**config.mk**
```make
export PLATFORM = sky130hd
export DESIGN_NAME = bc_trigger_tagger
export DESIGN_NICKNAME = d
export VERILOG_FILES = /design/src/rtl/bc_trigger_tagger.sv
export SDC_FILE = /design/constraint.sdc
export NUM_CORES = 1
export LEC_CHECK = 0
export ABC_AREA = 1
export BUFFER_PORTS_ARGS = -buffer_cell sky130_fd_sc_hd__buf_2
export CELL_PAD_IN_SITES_DETAIL_PLACEMENT = 1
export CELL_PAD_IN_SITES_GLOBAL_PLACEMENT = 2
export CORE_ASPECT_RATIO = 1.25
export CORE_MARGIN = 2
export CORE_UTILIZATION = 44
export DETAILED_ROUTE_END_ITERATION = 10
export PLACE_DENSITY_LB_ADDON = 0.08
export SLEW_MARGIN = 20
export SYNTH_ARGS = -nofsm -noshare
export SYNTH_HDL_FRONTEND = slang
export SYNTH_SLANG_ARGS = --single-unit
```
**constraint.sdc**
```tcl
create_clock -name CLK -period 5.8 [get_ports CLK]
set_input_delay 0.58 -clock CLK [delete_from_list [all_inputs] [get_ports CLK]]
set_output_delay 0.58 -clock CLK [all_outputs]
set_load 0.01 [all_outputs]
```
**src/rtl/bc_trigger_tagger.sv**
```systemverilog
// Extends the bunch counter into an {orbit, BC} timestamp and queues one tag per TRIG rising edge.
// Define TRIG_DEADTIME_EN to add a DEADTIME-cycle holdoff after each accepted trigger.
module bc_trigger_tagger #(
  parameter int BITS       = 12,
  parameter int ORBIT_BITS = 16,
  parameter int DEPTH      = 8,
  parameter int DEADTIME   = 4
) (
  input  logic                       CLK,
  input  logic                       RST_N,
  input  logic [BITS-1:0]            BC,
  input  logic                       TRIG,
  output logic [ORBIT_BITS+BITS-1:0] OUT_DATA,
  output logic                       OUT_VALID,
  input  logic                       OUT_READY,
  output logic                       FULL,
  output logic                       OVERFLOW,
  output logic [7:0]                 DROP_COUNT
);

  localparam int TAG_W = ORBIT_BITS + BITS;
  localparam int PTR_W = $clog2(DEPTH);
  localparam int CNT_W = PTR_W + 1;

  function automatic logic [7:0] sat_inc8(input logic [7:0] v);
    return (v == 8'hFF) ? v : v + 8'd1;
  endfunction

  logic [BITS-1:0]       bc_prev;
  logic [ORBIT_BITS-1:0] orbit;
  logic [ORBIT_BITS-1:0] orbit_now;
  logic                  trig_d;
  logic                  wrap;
  logic                  trig_ev;
  logic                  holdoff;
  logic                  rd_en;
  logic                  wr_en;
  logic                  drop;
  logic [TAG_W-1:0]      tag_p0;
  logic [TAG_W-1:0]      mem [DEPTH];
  logic [PTR_W-1:0]      wr_ptr;
  logic [PTR_W-1:0]      rd_ptr;
  logic [CNT_W-1:0]      count;

  // Stage p0: wrap detection, edge detection and tag formation
  assign wrap      = (BC == '0) && (bc_prev == {BITS{1'b1}});
  assign orbit_now = wrap ? orbit + ORBIT_BITS'(1) : orbit;
  assign tag_p0    = {orbit_now, BC};
  assign trig_ev   = TRIG & ~trig_d & ~holdoff;

  assign OUT_VALID = (count != '0);
  assign FULL      = (count == CNT_W'(DEPTH));
  assign rd_en     = OUT_VALID & OUT_READY;
  // A full FIFO still takes a tag when the head pops on the same edge
  assign wr_en     = trig_ev & (~FULL | rd_en);
  assign drop      = trig_ev & FULL & ~rd_en;
  // Empty FIFO presents zero rather than stale storage
  assign OUT_DATA  = OUT_VALID ? mem[rd_ptr] : '0;

`ifdef TRIG_DEADTIME_EN
  localparam int DT_W = (DEADTIME < 2) ? 1 : $clog2(DEADTIME + 1);
  logic [DT_W-1:0] dt_cnt;

  // An edge seen while the counter is stepping 1 -> 0 is already outside the holdoff
  assign holdoff = (dt_cnt > DT_W'(1));

  always_ff @(posedge CLK) begin
    if (!RST_N) begin
      dt_cnt <= '0;
    end else if (wr_en) begin
      dt_cnt <= DT_W'(DEADTIME);
    end else if (dt_cnt != '0) begin
      dt_cnt <= dt_cnt - DT_W'(1);
    end
  end
`else
  assign holdoff = 1'b0;
`endif

  // Stage p1: timestamp state, FIFO control and drop accounting
  always_ff @(posedge CLK) begin
    if (!RST_N) begin
      bc_prev    <= '0;
      orbit      <= '0;
      trig_d     <= 1'b0;
      wr_ptr     <= '0;
      rd_ptr     <= '0;
      count      <= '0;
      OVERFLOW   <= 1'b0;
      DROP_COUNT <= '0;
    end else begin
      bc_prev <= BC;
      trig_d  <= TRIG;
      if (wrap) begin
        orbit <= orbit + ORBIT_BITS'(1);
      end
      if (wr_en) begin
        wr_ptr <= wr_ptr + PTR_W'(1);
      end
      if (rd_en) begin
        rd_ptr <= rd_ptr + PTR_W'(1);
      end
      count <= count + CNT_W'(wr_en) - CNT_W'(rd_en);
      if (drop) begin
        OVERFLOW   <= 1'b1;
        DROP_COUNT <= sat_inc8(DROP_COUNT);
      end
    end
  end

  always_ff @(posedge CLK) begin
    if (wr_en) begin
      mem[wr_ptr] <= tag_p0;
    end
  end

endmodule

```
==> results summary, run 1 <==
The run finished with clean final reports. Setup repair after global routing left no endpoint under its margin. The die span in y came out at 184 um. The setup violation total in the final timing report is 0. Along the worst path, the maximum fanout reaches 46. Excluding fillers, the count of instances in the completed layout stands at 1416.

The commonest cells after synthesis are sky130_fd_sc_hd__edfxtp_1 (224), sky130_fd_sc_hd__nor2_1 (218), sky130_fd_sc_hd__nand2_1 (107). The total nets after synthesis is between 1000 and 1500. After detailed placement, the total cell area comes to around 12000 um^2. At the pin with the least slew margin, the transition time is roughly 1.1 ns. The setup slack on the worst flop-to-flop path came out at between 2 and 3 ns. The wire length of the first global-routing pass is 43200 um. The signed area change from the synthesized netlist to the final layout came out at 13.8%.

The half-perimeter wire length after placement is 16300 um. The worst setup path is captured at a primary output. Synthesis inferred between 200 and 300 register bits. The fraction of layout instances using a drive strength above 1 is a little over an eighth. The cell family contributing the most delay on the critical path is buffers and inverters. The number of antenna diodes in the final layout is 0.

The required time at the endpoint of the critical path is between 5 and 6 ns. STA puts the critical path data arrival time at between 2 and 3 ns. The I/O pin count is 55. The iteration count of the initial detailed-routing pass came out at 4. The average routed wire per standard cell is roughly 19 um. The buffer count from post-CTS setup fixing is 0.

The maximum level of the CTS H-tree is 1. The maximum number of pins on one net before global-route repair is 69. The number of global-route vias before repair is 7811. The reported leakage power is about 4.8 nW. CTS placed an instance of sky130_fd_sc_hd__clkbuf_16 at the clock tree root. The total vias in the final route came out at about 7500.

Summing all multi-input logic gate instances after layout gives 3220 um^2. The remaining design rule violation count came out at 0. The overall die area is around 27000 um^2. The final critical delay including setup and external delays came out at 3.55 ns. The fmax came out at roughly 0.28 GHz. In this run the horizontal extent of the chip is around 150 um. The cell area after synthesis is about 11000 um^2. The later pin in the worst-skew pair is clocked with a latency of roughly 0.54 ns. The total of hold buffers inserted after clock tree synthesis is 0. The number of input and output port buffers inserted is 54. Counting every instance in the synthesized netlist gives just over 1000. The number of enable-type register cells in the synthesized netlist came out at around 220. The final clock period utilization by the worst path came out at a little over 60%.

At the end of routability-driven placement, the weighted congestion stood at ~0.75. In this run the tightest slew margin relative to its limit is roughly 29%. The number of clock buffers added by TritonCTS is 28. The number of clock sinks came out at 275.

Yosys attributes the largest share of cell area to sky130_fd_sc_hd__edfxtp_1 (59%), sky130_fd_sc_hd__dfxtp_1 (9.0%), sky130_fd_sc_hd__nor2_1 (7.2%). The average via count per standard cell came out at ~5.3. The path type of the worst min-delay path is input pin to flip-flop. The dominant cell type by count on the critical path is sky130_fd_sc_hd__o21ai_0.

Global routing used 20.4% of the available tracks. The finished cells cover approximately 13000 um^2. The share of the yosys chip area belonging to registers is between 60% and 70%. The post-route core utilization came out at approximately 50%. The post-route clock skew is ~0.015 ns. In this run the standard cell core region covers 25400 um^2. The number of cells in the design after placement came out at 1363. The worst-case vdd ir drop is ~210 uV. The cell row count came out at 65. The count of routing violations after the opening detailed-route iteration is roughly 310.

The critical path goes through inv_2 -> buf_4 -> o21ai_0 -> o21ai_0 -> o21ai_0 -> nor2_1 -> buf_2. The initial core utilization came out at about 45%. Summed over all layers, the routed wires come to 27100 um.

The area taken by flip-flops and latches came out at roughly 7800 um^2. The final layout contains around 1100 nets. The maximum root-to-sink buffer count is 3. The Yosys warning count came out at 0. The synthesized design devotes to its leading area cell type between 50% and 60% of total area. sky130_fd_sc_hd__edfxtp_1 is the most common cell in the netlist. The buffers plus inverters on the worst setup path came out at 3.

Dividing the synthesized area by the synthesized cell count gives between 10 and 15 um^2. Max-cap violations in this run came to 0. The summed negative setup slack over all endpoints came out at 0 ns. The leftover overflow at the end of global routing is 0. The number of instances resized during post-cts repair is 0. On the worst path, the slowest cell contributes a delay of between 0.6 and 0.7 ns. The final hold violation count came to 0. The initial antenna violation count is 0. The number of distinct library cell variants in the gate-level netlist after synthesis is 30. The leading register cell type out of synthesis is sky130_fd_sc_hd__edfxtp_1. The power density normalized to cell area is between 400 and 500 nW/um^2. The layout has 2726 filler cells. STA classifies the critical path startpoint as a flip-flop. The final number of max-transition violations came out at 0. For this run, asynchronously set or reset flops after synthesis account for 0%. The biggest area contributor in the post-synthesis netlist is sky130_fd_sc_hd__edfxtp_1. The clock tree from TritonCTS is yes.

Among all stages on the critical path, the largest delay is contributed by sky130_fd_sc_hd__inv_2. The clock edge transition at the registers on the reported setup and hold paths came out at approximately 0.06 ns. The start-to-end type of the worst setup path is flip-flop to primary output.

The residual antenna-violating net count after detailed routing came out at 0.
-- per-stage QoR --
stage | total power [mW] | hold WS, ns | setup WS, ns
6_report | 5.37 | 0.247 | 2.25
5_1_grt | 5.67 | 0.266 | 1.95
4_1_cts | 5.44 | 0.225 | 2.20
3_5_place_dp | 3.57 | 0.461 | 2.70
3_3_place_gp | 3.55 | 0.449 | 2.72
2_1_floorplan | 3.16 | 0.444 | 3.11
-- layer usage --
layer	part of all wire (%)	up-vias	GRT usage, %
met5	0	-	0
met1	44	3747	26.8
li1	-	3607	-
met2	52	101	37.0
met4	1.2	0	3.70
met3	3.2	30	2.28
-- logic make-up after synthesis --
family                     after synthesis  share of synthesized area (%)
and+or+nand+nor                        366                           13.0
muxes                                   28                           2.46
DFF                                    275                           68.0
AOI/OAI and AO/OA                      221                           10.1
buffers and inverters                  102                           4.16
xor gates and xnor gates                12                          0.923
adders and majority gates               11                           1.27
-- state kept, by name (all words and copies together), names as in the netlist, named ones only --
register and flops:
mem 224, orbit 16, bc_prev 12, DROP_COUNT 8, count 4, rd_ptr 3, wr_ptr 3, OVERFLOW 1
trig_d 1
-- worst paths after layout --
kind                     startpoint                   to  cells past startpoint
max                       flip-flop          OUT_DATA[0]                      7
min reg2reg  rd_ptr[2]$_SDFFE_PN0P_            flip-flop                      2
min                            TRIG    trig_d$_SDFF_PN0_                      3
max reg2reg     count[2]$_SDFF_PN0_  mem[6][6]$_DFFE_PP_                     10
-- final cells by class --
type	count	area share, %
Sequential cell	275	59.9
Multi-Input combinational cell	638	24.9
Clock buffer	42	6.44
Tap cell	335	3.24
Timing Repair Buffer	62	2.96
Inverter	54	1.56
Clock inverter	10	1.06
-- power by group --
part,internal (mW),switching [mW],leakage [nW]
sequential,2.22,0.103,2.48
combinational,0.416,0.758,1.82
clock,1.13,0.748,0.471
total,3.76,1.61,4.78
-- cells in the final DEF, fill, tap and decap left out, types with 3 or more instances in the layout --
master,instances
sky130_fd_sc_hd__nand3_1,14
sky130_fd_sc_hd__mux2i_1,28
sky130_fd_sc_hd__o21ai_1,74
sky130_fd_sc_hd__inv_2,4
sky130_fd_sc_hd__buf_2,54
sky130_fd_sc_hd__dfxtp_1,49
sky130_fd_sc_hd__edfxtp_1,224
sky130_fd_sc_hd__buf_4,5
sky130_fd_sc_hd__ha_1,10
sky130_fd_sc_hd__nand2_1,107
sky130_fd_sc_hd__nor2_4,8
sky130_fd_sc_hd__nor2_2,6
sky130_fd_sc_hd__nand2_2,9
sky130_fd_sc_hd__clkbuf_16,29
sky130_fd_sc_hd__nor2_1,210
sky130_fd_sc_hd__clkbuf_1,7
sky130_fd_sc_hd__nand4_1,6
sky130_fd_sc_hd__nor3_1,3
sky130_fd_sc_hd__inv_1,50
sky130_fd_sc_hd__bufinv_16,3
sky130_fd_sc_hd__xnor2_1,3
sky130_fd_sc_hd__a21oi_1,27
sky130_fd_sc_hd__o22ai_1,28
sky130_fd_sc_hd__xor2_1,9
sky130_fd_sc_hd__o21ai_0,90
sky130_fd_sc_hd__clkbuf_8,6
sky130_fd_sc_hd__clkinv_2,3
-- worst register-to-register path: cells and delay by family (launching register included) --
kind                     cells  cell delay [ns]
buffers and inverters        3             0.54
AND/OR/NAND/NOR              6             1.58
flip-flops                   1             0.31
adder cells (fa/ha/maj)      1             0.20
No activity file was read; power rests on OpenSTA's default activity.
==> inputs of run 2 (changes only) <==
--- a/config.mk
+++ b/config.mk
@@ -11,7 +11,7 @@
 export CELL_PAD_IN_SITES_GLOBAL_PLACEMENT = 2
 export CORE_ASPECT_RATIO = 1.25
 export CORE_MARGIN = 2
-export CORE_UTILIZATION = 44
+export CORE_UTILIZATION = 41
 export DETAILED_ROUTE_END_ITERATION = 10
 export PLACE_DENSITY_LB_ADDON = 0.08
 export SLEW_MARGIN = 20
==> constraint.sdc (replaced) <==
create_clock -name CLK -period 3.7 [get_ports CLK]
set_input_delay 0.37 -clock CLK [delete_from_list [all_inputs] [get_ports CLK]]
set_output_delay 0.37 -clock CLK [all_outputs]
set_load 0.01 [all_outputs]
==> run 2 against run 1 <==
  * Die area is 7.1% higher
  * Routed wire length is 6.1% higher
  * Critical path depth stayed put
  * Combinational power is 76% higher
  * Sequential share of layout area is 0.27 points lower
  * Register-to-register slack worse by 1.5 ns
  * Sequential power is 54% higher
  * Critical endpoint is now OUT_DATA[25]
  * Highest routed layer unchanged
==> results summary, run 2 (same netlist as run 1, synthesis figures left out) <==
The flow ran to the end, and the final reports show no timing, DRC or antenna violations. The clock drives between 200 and 300 sinks. The iteration count of the initial detailed-routing pass came out at 4. Hold repair after CTS inserted 0 buffers. In this run the power density over the cells is about 660 nW/um^2. The met3 global-route usage is 2.59%. The number of global-route vias before repair is 7806. In the final layout, the registers with the most flip-flops are mem (224), orbit (16), bc_prev (12). The initial antenna violation count is 1. The startpoint identified for the worst hold timing path is TRIG.

The slowest stage of the critical path belongs to the cell sky130_fd_sc_hd__inv_2. In this design, the largest share of critical-path delay is due to buffers and inverters. Traced cell by cell, the critical path runs through inv_2 -> buf_4 -> nor2_1 -> o21ai_1 -> o21ai_1 -> nor2_1 -> buf_2. After detailed routing, the number of remaining DRC violations is 0.

Global routing used around a third of the available met2 tracks. The initial core utilization came out at 41.4%. The number of maximum-capacitance violations came out at 0.

The worst hold slack after final layout came out at between 0.03 and 0.04 ns. Compared with the post-synthesis result, the final layout area differs by 14.3%. The number of instances resized during post-cts repair came out at 0. The count of antenna diodes in the layout came out at 0. In this run the worst path has a maximum fanout of 32. The library cells used most frequently in the layout, excluding fill and tap cells, are sky130_fd_sc_hd__edfxtp_1 (224), sky130_fd_sc_hd__nor2_1 (210), sky130_fd_sc_hd__nand2_1 (107). The floorplan step defined a die boundary enclosing 29100 um^2. The proportion of total power due to net switching came out at a little under a third.

The summed negative setup slack over all endpoints came out at 0 ns. The I/O pin count is 55. The area inside the core boundary came out at roughly 27000 um^2. Counting the buffers created by CTS gives 28. The total vias in the final route is 7526.

The post-route clock skew is between 0.01 and 0.015 ns. The leftover overflow at the end of global routing came out at 0. The combinational fraction of design power came out at between 20% and 30%. The clock tree root buffer cell is sky130_fd_sc_hd__clkbuf_16.

The post-route core utilization is 47.4%. Using the TritonRoute via totals, the vias-per-cell ratio works out to about 5.2. The horizontal die dimension is 153 um.

The average routed wire per standard cell came out at roughly 20 um. The number of flip-flops in the largest register came out at ~220. The setup slack on the worst flop-to-flop path came out at between 1 and 1.5 ns.

For this run, the top clock speed supported by timing is 0.345 GHz. The depth of the most critical reg-to-reg path came out at 9. Setup repair after global routing left no endpoint under its margin. The nature of the critical path endpoint is a primary output.

The fraction of layout instances using a drive strength above 1 is roughly 14%. The post-detailed-routing wire length is roughly 29000 um. The worst-case vdd ir drop is 342 uV. The analysis attributes to cell leakage a power of 4.81 nW.

The overall routing resource usage is 20.1%. The worst slew slack as a fraction of its limit is between 40% and 50%. The half-perimeter wire length after placement is approximately 19000 um. The number of input and output port buffers inserted came out at 54.

The path class of the tightest hold or removal check is input pin to flip-flop. The worst-margin pin slew came out at ~0.84 ns. The final net count came out at roughly 1100.

The final number of max-transition violations came out at 0. The buffer count from post-CTS setup fixing came out at 0. The internal power contribution is around 5.9 mW.

The maximum level of the CTS H-tree is 1. The library cell used most frequently in the layout, excluding fill and tap cells, is sky130_fd_sc_hd__edfxtp_1. The sink of the worst hold path is trig_d$_SDFF_PN0_.

The worst hold path depth is 3. TritonCTS built the clock tree. The cell row count came out at 68. The clock edge transition at the registers on the reported setup and hold paths came out at roughly 0.06 ns.

The later-pin clock latency in the skew report came out at about 0.54 ns. Setup violations remaining at the end of the flow were counted as 0. STA classifies the critical path startpoint as a flip-flop.

Per report_power, the sequential group accounts for roughly two fifths of the total. Entering global routing, the biggest net connects between 100 and 150 pins. From bottom edge to top edge, the die measures roughly 190 um.

The required time at the endpoint of the critical path is around 3.3 ns. The final hold violation count is 0. The start-to-end type of the worst setup path is flip-flop to primary output. No sink is reached through more buffers than the 3 on the longest clock path. The final weighted congestion in routability-driven placement is ~0.73. The residual antenna-violating net count after detailed routing is 0. The first global-routing pass estimated ~46000 um of wire. The global-route track usage on met1 came out at about 28%.

The net switching power figure came out at about 2.6 mW. The critical path arrival is 2.52 ns. The final clock period utilization by the worst path came out at between 70% and 80%. The clock network fraction of design power came out at 34.0%. In this run the critical register-to-register path is launched from count[2]$_SDFF_PN0_. The endpoint identified for the worst register-to-register timing path is mem[0][14]$_DFFE_PP_. The final critical delay including setup and external delays is ~2.9 ns.

The global routing stage identified its most utilized layer as met2. For this block, the initial DRC count from the detailed router was around 430. Ranked by flip-flop count, first place goes to mem.

The longest individual stage delay on the worst path came out at about 0.43 ns. The buffers plus inverters on the worst setup path is 3.
[run 2: cell types whose count changed in the layout (fill, tap and decap cells not counted), sizes merged]
cell | before | now
buf | 62 | 68
bufinv | 3 | 1
clkinv | 5 | 7
[run 2: how the worst max path moves through the flow]
stage | depth (start not counted) | from | to | slack [ns]
global route | 7 | flip-flop | OUT_DATA[25] | 0.61
CTS | 7 | flip-flop | OUT_DATA[26] | 0.77
detailed placement | 9 | count[2]$_SDFF_PN0_ | mem[0][16]$_DFFE_PP_ | 1.25
floorplan | 9 | count[2]$_SDFF_PN0_ | mem[0][0]$_DFFE_PP_ | 1.01
global placement | 9 | count[2]$_SDFF_PN0_ | mem[0][18]$_DFFE_PP_ | 1.33
finish | 7 | flip-flop | OUT_DATA[25] | 0.81
[run 2: through the flow]
| step | power [mW] | std cells | setup slack, ns | cell area [um^2] |
|---|---|---|---|---|
| CTS | 8.65 | 1437 | 0.772 | 13000 |
| global route | 9.00 | 1437 | 0.611 | 13000 |
| floorplan | 4.96 | 1015 | 1.01 | 11400 |
| global placement | 5.72 | 1385 | 1.33 | 12000 |
| detailed placement | 5.75 | 1385 | 1.25 | 12000 |
| finish | 8.54 | 1437 | 0.805 | 13000 |
[run 2: power by group through the flow]
stage                     logic [mW]  registers, mW  clock network [mW]
final                           2.06           3.58                2.90
after global routing            2.33           3.60                3.08
after CTS                       2.11           3.58                2.97
after detailed placement        2.10           3.65                   0
after global placement          2.08           3.64                   0
after floorplan                 1.38           3.58                   0
[run 2: metal layers]
layer / vias up / routed length, um
met5: - / 0
met4: 0 / 373
met3: 25 / 1100
met1: 3756 / 13500
met2: 112 / 13800
li1: 3633 / -
[run 2: cell type report]
type	instances	area (um^2)
Clock buffer	42	886
Timing Repair Buffer	68	425
Multi-Input combinational cell	638	3220
Sequential cell	275	7750
Fill cell	2966	14500
Tap cell	350	438
Inverter	54	203
Clock inverter	10	83.8
[run 2: worst register-to-register path, stage by stage (launching register included)]
cell and delay (ns):
sky130_fd_sc_hd__dfxtp_1 0.31, sky130_fd_sc_hd__inv_1 0.06, sky130_fd_sc_hd__ha_1 0.19, sky130_fd_sc_hd__nand3_1 0.09
sky130_fd_sc_hd__nand2_1 0.10, sky130_fd_sc_hd__nand2_1 0.08, sky130_fd_sc_hd__nand2_1 0.14, sky130_fd_sc_hd__inv_1 0.12
sky130_fd_sc_hd__nand2_1 0.24, sky130_fd_sc_hd__nor2_4 0.71
==> inputs of run 3 (changes only) <==
--- a/config.mk
+++ b/config.mk
@@ -11,7 +11,7 @@
 export CELL_PAD_IN_SITES_GLOBAL_PLACEMENT = 2
 export CORE_ASPECT_RATIO = 1.25
 export CORE_MARGIN = 2
-export CORE_UTILIZATION = 41
+export CORE_UTILIZATION = 37
 export DETAILED_ROUTE_END_ITERATION = 10
 export PLACE_DENSITY_LB_ADDON = 0.08
 export SLEW_MARGIN = 20
==> constraint.sdc (replaced) <==
create_clock -name CLK -period 2.4 [get_ports CLK]
set_input_delay 0.24 -clock CLK [delete_from_list [all_inputs] [get_ports CLK]]
set_output_delay 0.24 -clock CLK [all_outputs]
set_load 0.01 [all_outputs]
==> run 3 against run 2 <==
  * Global-route usage decreased by 1.2 points
  * Setup slack got worse by 0.71 ns
  * Combinational power increased by 77%
  * Sequential share of layout area decreased by 2.0 points
  * Final cell count increased by 5.8%
  * Total power increased by 54%
  * First-iteration DRC count decreased by 24%
  * Critical endpoint is now OUT_DATA[4]
  * Largest power group unchanged
  * Die area increased by 11%
  * Largest cell class unchanged
  * Worst hold slack got worse by 0.0083 ns
  * Critical path depth increased by 2
==> results summary, run 3 (same netlist as run 1, synthesis figures left out) <==
Net switching is between 30% and 40% of the power. The startpoint of the worst-slack reg-to-reg timing path is count[2]$_SDFF_PN0_. The average routed wire per standard cell is 20.1 um. The first detailed-routing pass ran for 4 iterations. The cell row count came out at between 70 and 80. The clock drives 275 sinks. After the last flow step, the layout net total stands at around 1100. The number of global-route vias before repair is approximately 8000. Measured along the y axis, the die boundary spans between 200 and 250 um. The start-to-end type of the worst setup path is flip-flop to primary output. The largest registers in the layout are mem (224), orbit (16), bc_prev (12). TritonCTS built the clock tree. In the routed design, unresolved DRC markers number 0. The worst hold path depth came out at 3. The power density normalized to cell area came out at between 900 and 1000 nW/um^2. The clock network fraction of design power came out at approximately 30%. Summed over all nets, wire length on met3 after detailed routing comes to about 790 um. The number of flip-flops in the largest register is ~220. The net switching power figure came out at ~4.2 mW. The highest metal layer carrying signal wires in the routed design is met4. The combinational fraction of design power is about 28%. The critical path goes through buf_12 -> clkbuf_16 -> nor2_1 -> nor2_1 -> o21ai_1 -> o21ai_1 -> o21ai_1 -> nor2_1 -> buf_2. The final clock period utilization by the worst path is 96.1%.

In this run, placement finished with an instance count of 1458. The worst hold path belongs to the class input pin to flip-flop. In this design, the stage delay of the slowest critical-path cell is approximately 0.4 ns. The post-route clock skew came out at ~0.012 ns. After the flow finishes, the layout carries non-filler instances totaling 1521. The final hold violation count was 0.

For the worst setup path, the data arrival time is 2.07 ns. In this run the critical register-to-register path is captured at count[2]$_SDFF_PN0_. The final weighted congestion in routability-driven placement is between 0.7 and 0.8. The post-route core utilization came out at ~45%.

The initial core utilization is 37.7%. In this run the register-to-register setup slack is ~0.25 ns. The required time at the endpoint of the critical path is around 2.2 ns. Together, buffers and inverters on the worst path number 3. The final number of max-transition violations came out at 0. The power after layout came out at 13.1 mW. For the pin with the worst max-slew slack, the measured transition is about 0.57 ns. The maximum level of the CTS H-tree is 1. The horizontal die dimension came out at roughly 160 um. The leading cell type in the layout, fill and taps excluded is sky130_fd_sc_hd__edfxtp_1. Leaving out fill and tap cells, the most frequent cells in the layout are sky130_fd_sc_hd__edfxtp_1 (224), sky130_fd_sc_hd__nor2_1 (208), sky130_fd_sc_hd__nand2_1 (106). The total vias in the final route came out at just under 8000. The length of routed wiring on met1 came out at 13300 um. The I/O pin count is 55. The number of maximum-capacitance violations came out at 0.

The signed area change from the synthesized netlist to the final layout is 18.2%. The most flop-heavy register is mem. After global routing the overflow that remains totals 0.

The number of buffers created by CTS is 29. Setup violations remaining at the end of the flow were counted as 0. The overall die area came out at between 30000 and 40000 um^2. The residual antenna-violating net count after detailed routing is 0.

The flow ran to the end, and the final reports show no timing, DRC or antenna violations. Detailed placement ended at an HPWL of roughly 18000 um. The average via count per standard cell is about 5.1. The number of cells on the worst reg-to-reg path is 12.

Final hold analysis gives a worst-case slack of around 0.023 ns. The maximum root-to-sink buffer count came out at 3. STA classifies the critical path endpoint as a primary output. Broken down by cell family, the worst path's largest delay share belongs to buffers and inverters.

CTS placed an instance of sky130_fd_sc_hd__clkbuf_16 at the clock tree root. The maximum number of pins on one net before global-route repair is 40. The path with the worst hold slack has its endpoint at bc_prev[1]$_SDFF_PN0_. The first routing iteration left between 300 and 400 violations. The startpoint type of the worst setup path is a flip-flop. The total met2 wirelength after detailed routing came out at between 15000 and 20000 um. The part of the power in registers is a little over two fifths. Headroom to the max-slew limit came out at 62.2%. The fraction of layout instances using a drive strength above 1 came out at ~15%. Internal power comes to roughly 8.9 mW. The initial antenna violation count is 1. The clock edge transition at the registers on the reported setup and hold paths is about 0.06 ns.

Derived from the worst setup path, the maximum achievable clock frequency is between 0.4 and 0.5 GHz. The startpoint identified for the worst hold timing path is BC[1]. The area inside the core boundary is slightly above 30000 um^2.

The number of input and output port buffers inserted came out at 54. Global routing consumed, over all layers together, 18.8% of the routing resources. The post-detailed-routing wire length came out at approximately 31000 um. Of all nets on the critical path, the largest fanout is 19. The worst-case vdd ir drop is between 500 and 600 uV. For this design the static power due to leakage is between 4 and 5 nW. The cell type of the slowest stage on the worst timing path is sky130_fd_sc_hd__dfxtp_4. The later-pin clock latency in the skew report came out at around 0.54 ns. The wire length of the first global-routing pass came out at about 47000 um. The final critical delay including setup and external delays came out at between 2 and 2.5 ns.

The count of antenna diodes in the layout is 0.
## run 3: changes by cell type in the layout (fill, tap and decap cells not counted), moves of 3 or more
cell / change
sky130_fd_sc_hd__clkinv_1: +12
sky130_fd_sc_hd__buf_4: +11
sky130_fd_sc_hd__buf_12: +10
sky130_fd_sc_hd__buf_6: +4
sky130_fd_sc_hd__clkbuf_8: -4
sky130_fd_sc_hd__dlygate4sd3_1: +4
sky130_fd_sc_hd__clkinv_2: -3
## run 3: stage by stage
| stage | TNS [ns] | setup slack, ns | cell area [um^2] |
|---|---|---|---|
| 2_1_floorplan | -32.65 | -0.292 | 11400 |
| 3_3_place_gp | 0 | 0.224 | 12400 |
| 3_5_place_dp | 0 | 0.173 | 12400 |
| 4_1_cts | 0 | 0.00634 | 13300 |
| 5_1_grt | -0.00368 | -0.00368 | 13500 |
| 6_report | 0 | 0.0944 | 13500 |
## run 3: how the worst max path moves through the flow
stage | depth (start not counted) | endpoint | slack, ns | from
2_1_floorplan | 9 | mem[0][0]$_DFFE_PP_ | -0.29 | count[2]$_SDFF_PN0_
3_3_place_gp | 12 | count[2]$_SDFF_PN0_ | 0.22 | count[2]$_SDFF_PN0_
3_5_place_dp | 12 | count[2]$_SDFF_PN0_ | 0.17 | count[2]$_SDFF_PN0_
4_1_cts | 7 | OUT_DATA[27] | 0.006 | flip-flop
5_1_grt | 8 | OUT_DATA[0] | -0.004 | flip-flop
6_report | 9 | OUT_DATA[4] | 0.09 | flip-flop
## run 3: cell type report
| cell class | count | area (um^2) |
|---|---|---|
| well taps | 401 | 502 |
| flip-flops and latches | 275 | 7750 |
| inverters | 54 | 208 |
| repair buffers | 102 | 923 |
| multi-input cells | 638 | 3250 |
| clock buffers | 34 | 744 |
| fillers | 3319 | 16700 |
| clock inverters | 17 | 76.3 |
## run 3: tightest hold or removal path, stage by stage
cell                      delay [ns]
sky130_fd_sc_hd__buf_2          0.16
sky130_fd_sc_hd__nand2_1        0.08
sky130_fd_sc_hd__inv_1          0.04
## run 3: repair_timing
action	4_1_cts	5_1_grt
pin swaps	1	3
hold buffers	4	0
endpoints found under the hold margin	4	0
buffers inserted	1	3
resized for setup	9	12
cloned	1	3
setup endpoints to repair	19	21
## run 3: power groups by stage
stage          logic, mW  clock network (mW)  registers (mW)
2_1_floorplan       2.12                   0            5.53
3_3_place_gp        3.30                   0            5.61
3_5_place_dp        3.33                   0            5.61
4_1_cts             3.51                4.09            5.51
5_1_grt             4.09                4.26            5.52
6_report            3.65                3.98            5.49
## run 3: per-layer routing
layer,vias up,global-route usage [%]
met5,-,0
met4,0,5.20
met3,44,2.11
met2,90,34.3
met1,3887,23.6
li1,3700,-
